### src/rtl/cmp_pkg.sv
// Shared types and constants for the shared L/E/G comparator controller.
package cmp_pkg;

  typedef enum logic [2:0] {
    OP_SLT  = 3'd0,
    OP_SLTU = 3'd1,
    OP_FEQ  = 3'd2,
    OP_FLT  = 3'd3,
    OP_FLE  = 3'd4
  } cmp_op_e;

  typedef enum logic [1:0] {
    ST_IDLE,
    ST_CMP,
    ST_RESP
  } ctrl_state_e;

  localparam logic [7:0]  FP_EXP_ALL1 = 8'hFF;
  localparam logic [31:0] SIGN_BIAS   = 32'h8000_0000;

  typedef struct packed {
    cmp_op_e     op;
    logic [31:0] a;
    logic [31:0] b;
  } cmp_req_t;

  function automatic logic fp_is_nan(input logic [31:0] x);
    return (x[30:23] == FP_EXP_ALL1) && (x[22:0] != '0);
  endfunction

endpackage

### src/rtl/cmp_cond.sv
// Operand conditioning for the shared unsigned comparator and result/NV selection.
module cmp_cond
  import cmp_pkg::*;
(
  input  cmp_op_e     i_op,
  input  logic [31:0] i_a,
  input  logic [31:0] i_b,
  input  logic        i_lt,
  input  logic        i_eq,
  input  logic        i_gt,
  output logic [31:0] o_cmp_a,
  output logic [31:0] o_cmp_b,
  output logic        o_result,
  output logic        o_nv
);

  logic a_nan, b_nan, a_snan, b_snan, any_nan;
  logic both_zero, fp_lt, fp_eq;

  // Operand select kept apart from result select so the comparator path is acyclic.
  always_comb begin
    o_cmp_a = '0;
    o_cmp_b = '0;
    case (i_op)
      OP_SLTU: begin
        o_cmp_a = i_a;
        o_cmp_b = i_b;
      end
      OP_SLT: begin
        o_cmp_a = i_a ^ SIGN_BIAS;
        o_cmp_b = i_b ^ SIGN_BIAS;
      end
      OP_FEQ, OP_FLT, OP_FLE: begin
        o_cmp_a = {1'b0, i_a[30:0]};
        o_cmp_b = {1'b0, i_b[30:0]};
      end
      default: ;
    endcase
  end

  always_comb begin
    a_nan     = fp_is_nan(i_a);
    b_nan     = fp_is_nan(i_b);
    a_snan    = a_nan && !i_a[22];
    b_snan    = b_nan && !i_b[22];
    any_nan   = a_nan || b_nan;
    both_zero = (i_a[30:0] == '0) && (i_b[30:0] == '0);
    fp_lt     = 1'b0;
    fp_eq     = 1'b0;
    if (both_zero) begin
      fp_eq = 1'b1;
    end else if (i_a[31] != i_b[31]) begin
      fp_lt = i_a[31];
    end else if (i_a[31]) begin
      // Both negative: larger magnitude is the smaller value.
      fp_lt = i_gt;
      fp_eq = i_eq;
    end else begin
      fp_lt = i_lt;
      fp_eq = i_eq;
    end

    o_result = 1'b0;
    o_nv     = 1'b0;
    case (i_op)
      OP_SLT, OP_SLTU: o_result = i_lt;
      OP_FEQ: begin
        o_result = !any_nan && fp_eq;
        o_nv     = a_snan || b_snan;
      end
      OP_FLT: begin
        o_result = !any_nan && fp_lt;
        o_nv     = any_nan;
      end
      OP_FLE: begin
        o_result = !any_nan && (fp_lt || fp_eq);
        o_nv     = any_nan;
      end
      default: ;
    endcase
  end

endmodule

### src/rtl/cmp_share_ctrl.sv
// Two-port round-robin controller sharing one 32-bit L/E/G comparator.
module cmp_share_ctrl
  import cmp_pkg::*;
#(
  parameter int unsigned XLEN    = 32,
  parameter logic        RR_INIT = 1'b1
) (
  input  logic            i_clk,
  input  logic            i_rst_n,
  input  logic            i_req0_valid,
  output logic            o_req0_ready,
  input  logic [2:0]      i_req0_op,
  input  logic [XLEN-1:0] i_req0_a,
  input  logic [XLEN-1:0] i_req0_b,
  input  logic            i_req1_valid,
  output logic            o_req1_ready,
  input  logic [2:0]      i_req1_op,
  input  logic [XLEN-1:0] i_req1_a,
  input  logic [XLEN-1:0] i_req1_b,
  output logic            o_rsp0_valid,
  input  logic            i_rsp0_ready,
  output logic [XLEN-1:0] o_rsp0_result,
  output logic            o_rsp1_valid,
  input  logic            i_rsp1_ready,
  output logic [XLEN-1:0] o_rsp1_result,
  output logic            o_rsp1_nv
);

  ctrl_state_e state_q, state_d;
  cmp_req_t    req_q, req_d;
  logic        last_grant_q, last_grant_d;
  logic        gid_q, gid_d;
  logic        rsp0_valid_q, rsp0_valid_d;
  logic        rsp1_valid_q, rsp1_valid_d;
  logic        result_q, result_d;
  logic        nv_q, nv_d;

  logic        gnt0, gnt1;
  logic [31:0] cmp_a, cmp_b;
  logic        cmp_lt, cmp_eq, cmp_gt;
  logic        cond_result, cond_nv;

  // Ties go to the port that was not granted last.
  always_comb begin
    gnt0 = (state_q == ST_IDLE) && i_req0_valid && (!i_req1_valid || last_grant_q);
    gnt1 = (state_q == ST_IDLE) && i_req1_valid && (!i_req0_valid || !last_grant_q);
  end

  assign o_req0_ready = gnt0;
  assign o_req1_ready = gnt1;

  // The shared comparator only ever sees the latched, conditioned operands.
  always_comb begin
    cmp_lt = cmp_a < cmp_b;
    cmp_eq = cmp_a == cmp_b;
    cmp_gt = cmp_a > cmp_b;
  end

  cmp_cond u_cond (
    .i_op    (req_q.op),
    .i_a     (req_q.a),
    .i_b     (req_q.b),
    .i_lt    (cmp_lt),
    .i_eq    (cmp_eq),
    .i_gt    (cmp_gt),
    .o_cmp_a (cmp_a),
    .o_cmp_b (cmp_b),
    .o_result(cond_result),
    .o_nv    (cond_nv)
  );

  always_comb begin
    state_d      = state_q;
    req_d        = req_q;
    last_grant_d = last_grant_q;
    gid_d        = gid_q;
    rsp0_valid_d = rsp0_valid_q;
    rsp1_valid_d = rsp1_valid_q;
    result_d     = result_q;
    nv_d         = nv_q;
    case (state_q)
      ST_IDLE: begin
        if (gnt0) begin
          req_d        = '{op: cmp_op_e'(i_req0_op), a: i_req0_a, b: i_req0_b};
          gid_d        = 1'b0;
          last_grant_d = 1'b0;
          state_d      = ST_CMP;
        end else if (gnt1) begin
          req_d        = '{op: cmp_op_e'(i_req1_op), a: i_req1_a, b: i_req1_b};
          gid_d        = 1'b1;
          last_grant_d = 1'b1;
          state_d      = ST_CMP;
        end
      end
      ST_CMP: begin
        result_d     = cond_result;
        nv_d         = cond_nv && gid_q;
        rsp0_valid_d = !gid_q;
        rsp1_valid_d = gid_q;
        state_d      = ST_RESP;
      end
      ST_RESP: begin
        if (gid_q ? i_rsp1_ready : i_rsp0_ready) begin
          rsp0_valid_d = 1'b0;
          rsp1_valid_d = 1'b0;
          state_d      = ST_IDLE;
        end
      end
      default: state_d = ST_IDLE;
    endcase
  end

  always_ff @(posedge i_clk) begin
    if (!i_rst_n) begin
      state_q      <= ST_IDLE;
      req_q        <= '0;
      last_grant_q <= RR_INIT;
      gid_q        <= 1'b0;
      rsp0_valid_q <= 1'b0;
      rsp1_valid_q <= 1'b0;
      result_q     <= 1'b0;
      nv_q         <= 1'b0;
    end else begin
      state_q      <= state_d;
      req_q        <= req_d;
      last_grant_q <= last_grant_d;
      gid_q        <= gid_d;
      rsp0_valid_q <= rsp0_valid_d;
      rsp1_valid_q <= rsp1_valid_d;
      result_q     <= result_d;
      nv_q         <= nv_d;
    end
  end

  assign o_rsp0_valid  = rsp0_valid_q;
  assign o_rsp1_valid  = rsp1_valid_q;
  assign o_rsp0_result = {{(XLEN-1){1'b0}}, result_q};
  assign o_rsp1_result = {{(XLEN-1){1'b0}}, result_q};
  assign o_rsp1_nv     = nv_q;

endmodule

### config.mk
export PLATFORM = sky130hd
export DESIGN_NAME = cmp_share_ctrl
export DESIGN_NICKNAME = d
export VERILOG_FILES = /design/src/rtl/cmp_pkg.sv /design/src/rtl/cmp_cond.sv /design/src/rtl/cmp_share_ctrl.sv
export SDC_FILE = /design/constraint.sdc
export NUM_CORES = 1
export LEC_CHECK = 0
export CAP_MARGIN = 20
export CORE_MARGIN = 10
export CORE_UTILIZATION = 59
export DETAILED_ROUTE_END_ITERATION = 10
export DONT_BUFFER_PORTS = 1
export GPL_TIMING_DRIVEN = 0
export PLACE_DENSITY_LB_ADDON = 0.08
export SYNTH_ARGS = -nofsm -noshare
export SYNTH_HDL_FRONTEND = slang
export SYNTH_HIERARCHICAL = 1
export SYNTH_SLANG_ARGS = --single-unit
### constraint.sdc
create_clock -name i_clk -period 3.2 [get_ports i_clk]
set_input_delay 0.64 -clock i_clk [delete_from_list [all_inputs] [get_ports i_clk]]
set_output_delay 0.64 -clock i_clk [all_outputs]
set_load 0.1 [all_outputs]
==> results_dict.tcl <==
set metrics [dict create \
    clock_skew_ps 9.00 \
    die_w_um 116 \
    synth_most_common_cell "nand2_1" \
    critPathMaxStageDelay_ps 390 \
    area_delta_synth_final_pct 19.0 \
    leakagePower_nw 2.72 \
    ctsHtreeMaxLevel 3 \
    met2_usage_pct 40.2 \
    powerDensity_mw_per_mm2 562 \
    syn_avg_cell_area_sq_um 7.54 \
    holdCritPathClass "input port to flip-flop" \
    power.total_w 0.00363 \
    dp.cells 888 \
    worstSkewPairLatency_ps 340 \
    grt_pass1_wl_um 26300 \
    dr.pass1.iters 5 \
    chipHeight_um 116 \
    met3_usage_pct 9.04 \
    ys_warn_count 6 \
    drt-initial-drc-count 377 \
    finalNetCount 978 \
    setup_viol 1 \
    violations "setup timing" \
    root_buffer "clkbuf_8" \
    yosysTopAreaCellShare_pct 27.7 \
    crit_path_top_delay_cell "dfxtp_4" \
    max_freq_mhz 297 \
    antenna_left 0 \
    maxCapViolCount 0 \
    ys_seq_elements 75 \
    yosys-top-cells-area "dfxtp_1, nand2_1, buf_4" \
    tightest_slew_ps 1010 \
    drc 0 \
    globalplace.congestion 0.968 \
    required_ps 3410 \
    dpl.hpwl_um 13300 \
    path_clk_slew_ps 70 \
    port_buffers 0 \
    finalCritPeriodShare_pct 105 \
    num_vias 5182 \
    synth_largest_area_cell "dfxtp_1" \
    rsz0062_at_grt "yes" \
    via_per_inst 5.64 \
    antenna_found_initial 0 \
    grt_pass1_vias 5178 \
    syn-instance-count 719 \
    yosysSeqAreaShare_pct 27.7 \
    grt_overflow 0 \
    fin_cells 919 \
    outcome "finished, violations left" \
    synth_area_sq_mm 0.00542 \
    synth-main-ff-cell "dfxtp_1" \
    wl_um 17100 \
    cts.sinks 75 \
    path_cells "o21ai_4 > buf_12 > clkbuf_8 > and2_4 > ha_4 > a21oi_2 > nand3_2 > a221o_1 > o31ai_4 > a21oi_1 > nand2b_1 > a21oi_2 > a31oi_1 > a2111oi_2 > nor4b_2 > nand2_1 > a21oi_2" \
    cts_buffers 9 \
    yosysUniqueCellTypes 52 \
    grt_max_degree 13 \
    rows 34 \
    synthTopCellsByCount "nand2_1, dfxtp_1, nor2_1" \
    cts_tree "built" \
    worst-endpoint-arrival_ps 3580 \
    synth_edf_count 0 \
    start_kind "flip-flop" \
    setup-tns-final_ps -172 \
    critPathMaxFanout 7 \
    num_antenna_cells 0 \
    initial_core_util_pct 61.3 \
    drive_gt1_share_pct 25.5 \
    async_reset_ff_share_pct 0 \
    path_class "flip-flop to flip-flop" \
    clock_path_buffers 2 \
    ctsHoldBuffers 0 \
    coreArea_sq_mm 0.00885 \
    fin_ws_ps -172 \
    grt.met1_usage_pct 29.6 \
    cp-end-kind "flip-flop" \
    grt_usage_pct 24.2 \
    relSlewSlack_pct 32.8 \
    drv_slew 0 \
    hold_viol 0 \
    place_ws_ps -502 \
    cp_common_cell "a21oi_2" \
    io_pins 209 \
    peakVddDrop_mv 0.340 \
    hold_slack_ps 367 \
    post-route-min-period_ps 3370 \
    path_buf_inv 2 \
    dieArea_sq_mm 0.0134 \
    busiest_layer "met2" \
    critPathTopFamily "compound AO/OA/AOI/OAI gates" \
    routedWlPerCell_um 18.6 \
]
what timing repair did:
item	CTS	global route
gates cloned	3	0
pin swaps	13	21
buffers inserted	12	4
gates resized for setup	42	37
setup endpoints to repair	1	1
registers in the layout, summed over array words and instances, names as in the netlist:
register	count
req_q	67
state_q	2
gid_q	1
last_grant_q	1
o_rsp0_valid	1
o_rsp1_nv	1
o_rsp1_valid	1
result_q	1
per-layer routing:
metal	wire length, um	up-vias	share of wire (%)
met5	0	-	0
met4	138	0	0.81
met3	1730	14	10
met2	7970	224	47
met1	7240	2410	42
li1	-	2534	-
logic make-up after synthesis:
family,count (synthesis),share of synthesized area [%]
other,1,0.0691
XOR/XNOR,3,0.485
buffers and inverters,146,15.8
adder cells (fa/ha/maj),32,7.38
AO/OA/AOI/OAI,112,17.8
multiplexers,1,0.185
flip-flops,75,27.7
AND/OR/NAND/NOR,349,30.6
final cells by class:
class | instances | area, sq um
Multi-Input combinational cell | 560 | 3570
Fill cell | 746 | 2400
Sequential cell | 75 | 1510
Buffer | 106 | 741
Inverter | 37 | 145
Timing Repair Buffer | 17 | 144
Tap cell | 108 | 135
Clock buffer | 11 | 131
Clock inverter | 5 | 77.6
path summary, 6_finish.rpt:
kind / from / end / slack (ps) / depth (start not counted)
worst max-delay path: req_q[66] / result_q / -170 / 17
worst min-delay path: i_rst_n / last_grant_q / 370 / 1
worst max register to register: req_q[66] / result_q / -170 / 17
worst min register to register: result_q / result_q / 490 / 2
layout by cell type, fill, tap and decap left out, types with 3 or more instances in the layout:
cell type and count:
nor4_1 13, inv_1 26, a21oi_2 5, buf_6 3, a311oi_2 15, o21ai_1 4
clkbuf_8 11, nand4_1 15, a311oi_1 52, inv_2 8, dfxtp_1 72, conb_1 62
nand2b_1 3, and2_4 15, ha_4 11, o21ai_0 3, buf_2 21, buf_4 82
clkinv_2 3, nor3_1 7, clkbuf_1 12, dfxtp_4 3, nand2_1 151, a21oi_1 17
nand3_1 6, nor2_1 74, and2_1 47, ha_1 21
power by group:
| group | switching (W) | total, W | internal (W) |
|---|---|---|---|
| registers | 0.000156 | 0.00121 | 0.00106 |
| clock network | 0.000353 | 0.000790 | 0.000438 |
| logic | 0.00101 | 0.00162 | 0.000613 |
| total | 0.00152 | 0.00363 | 0.00211 |
per-stage QoR:
stage / util (%) / instance area [sq um]
5_1_grt: 72.9 / 6450
3_3_place_gp: 65.7 / 5810
4_1_cts: 71.5 / 6330
2_1_floorplan: - / 5680
3_5_place_dp: 65.7 / 5810
6_report: 72.9 / 6450
(Power assumes the default switching activity.)
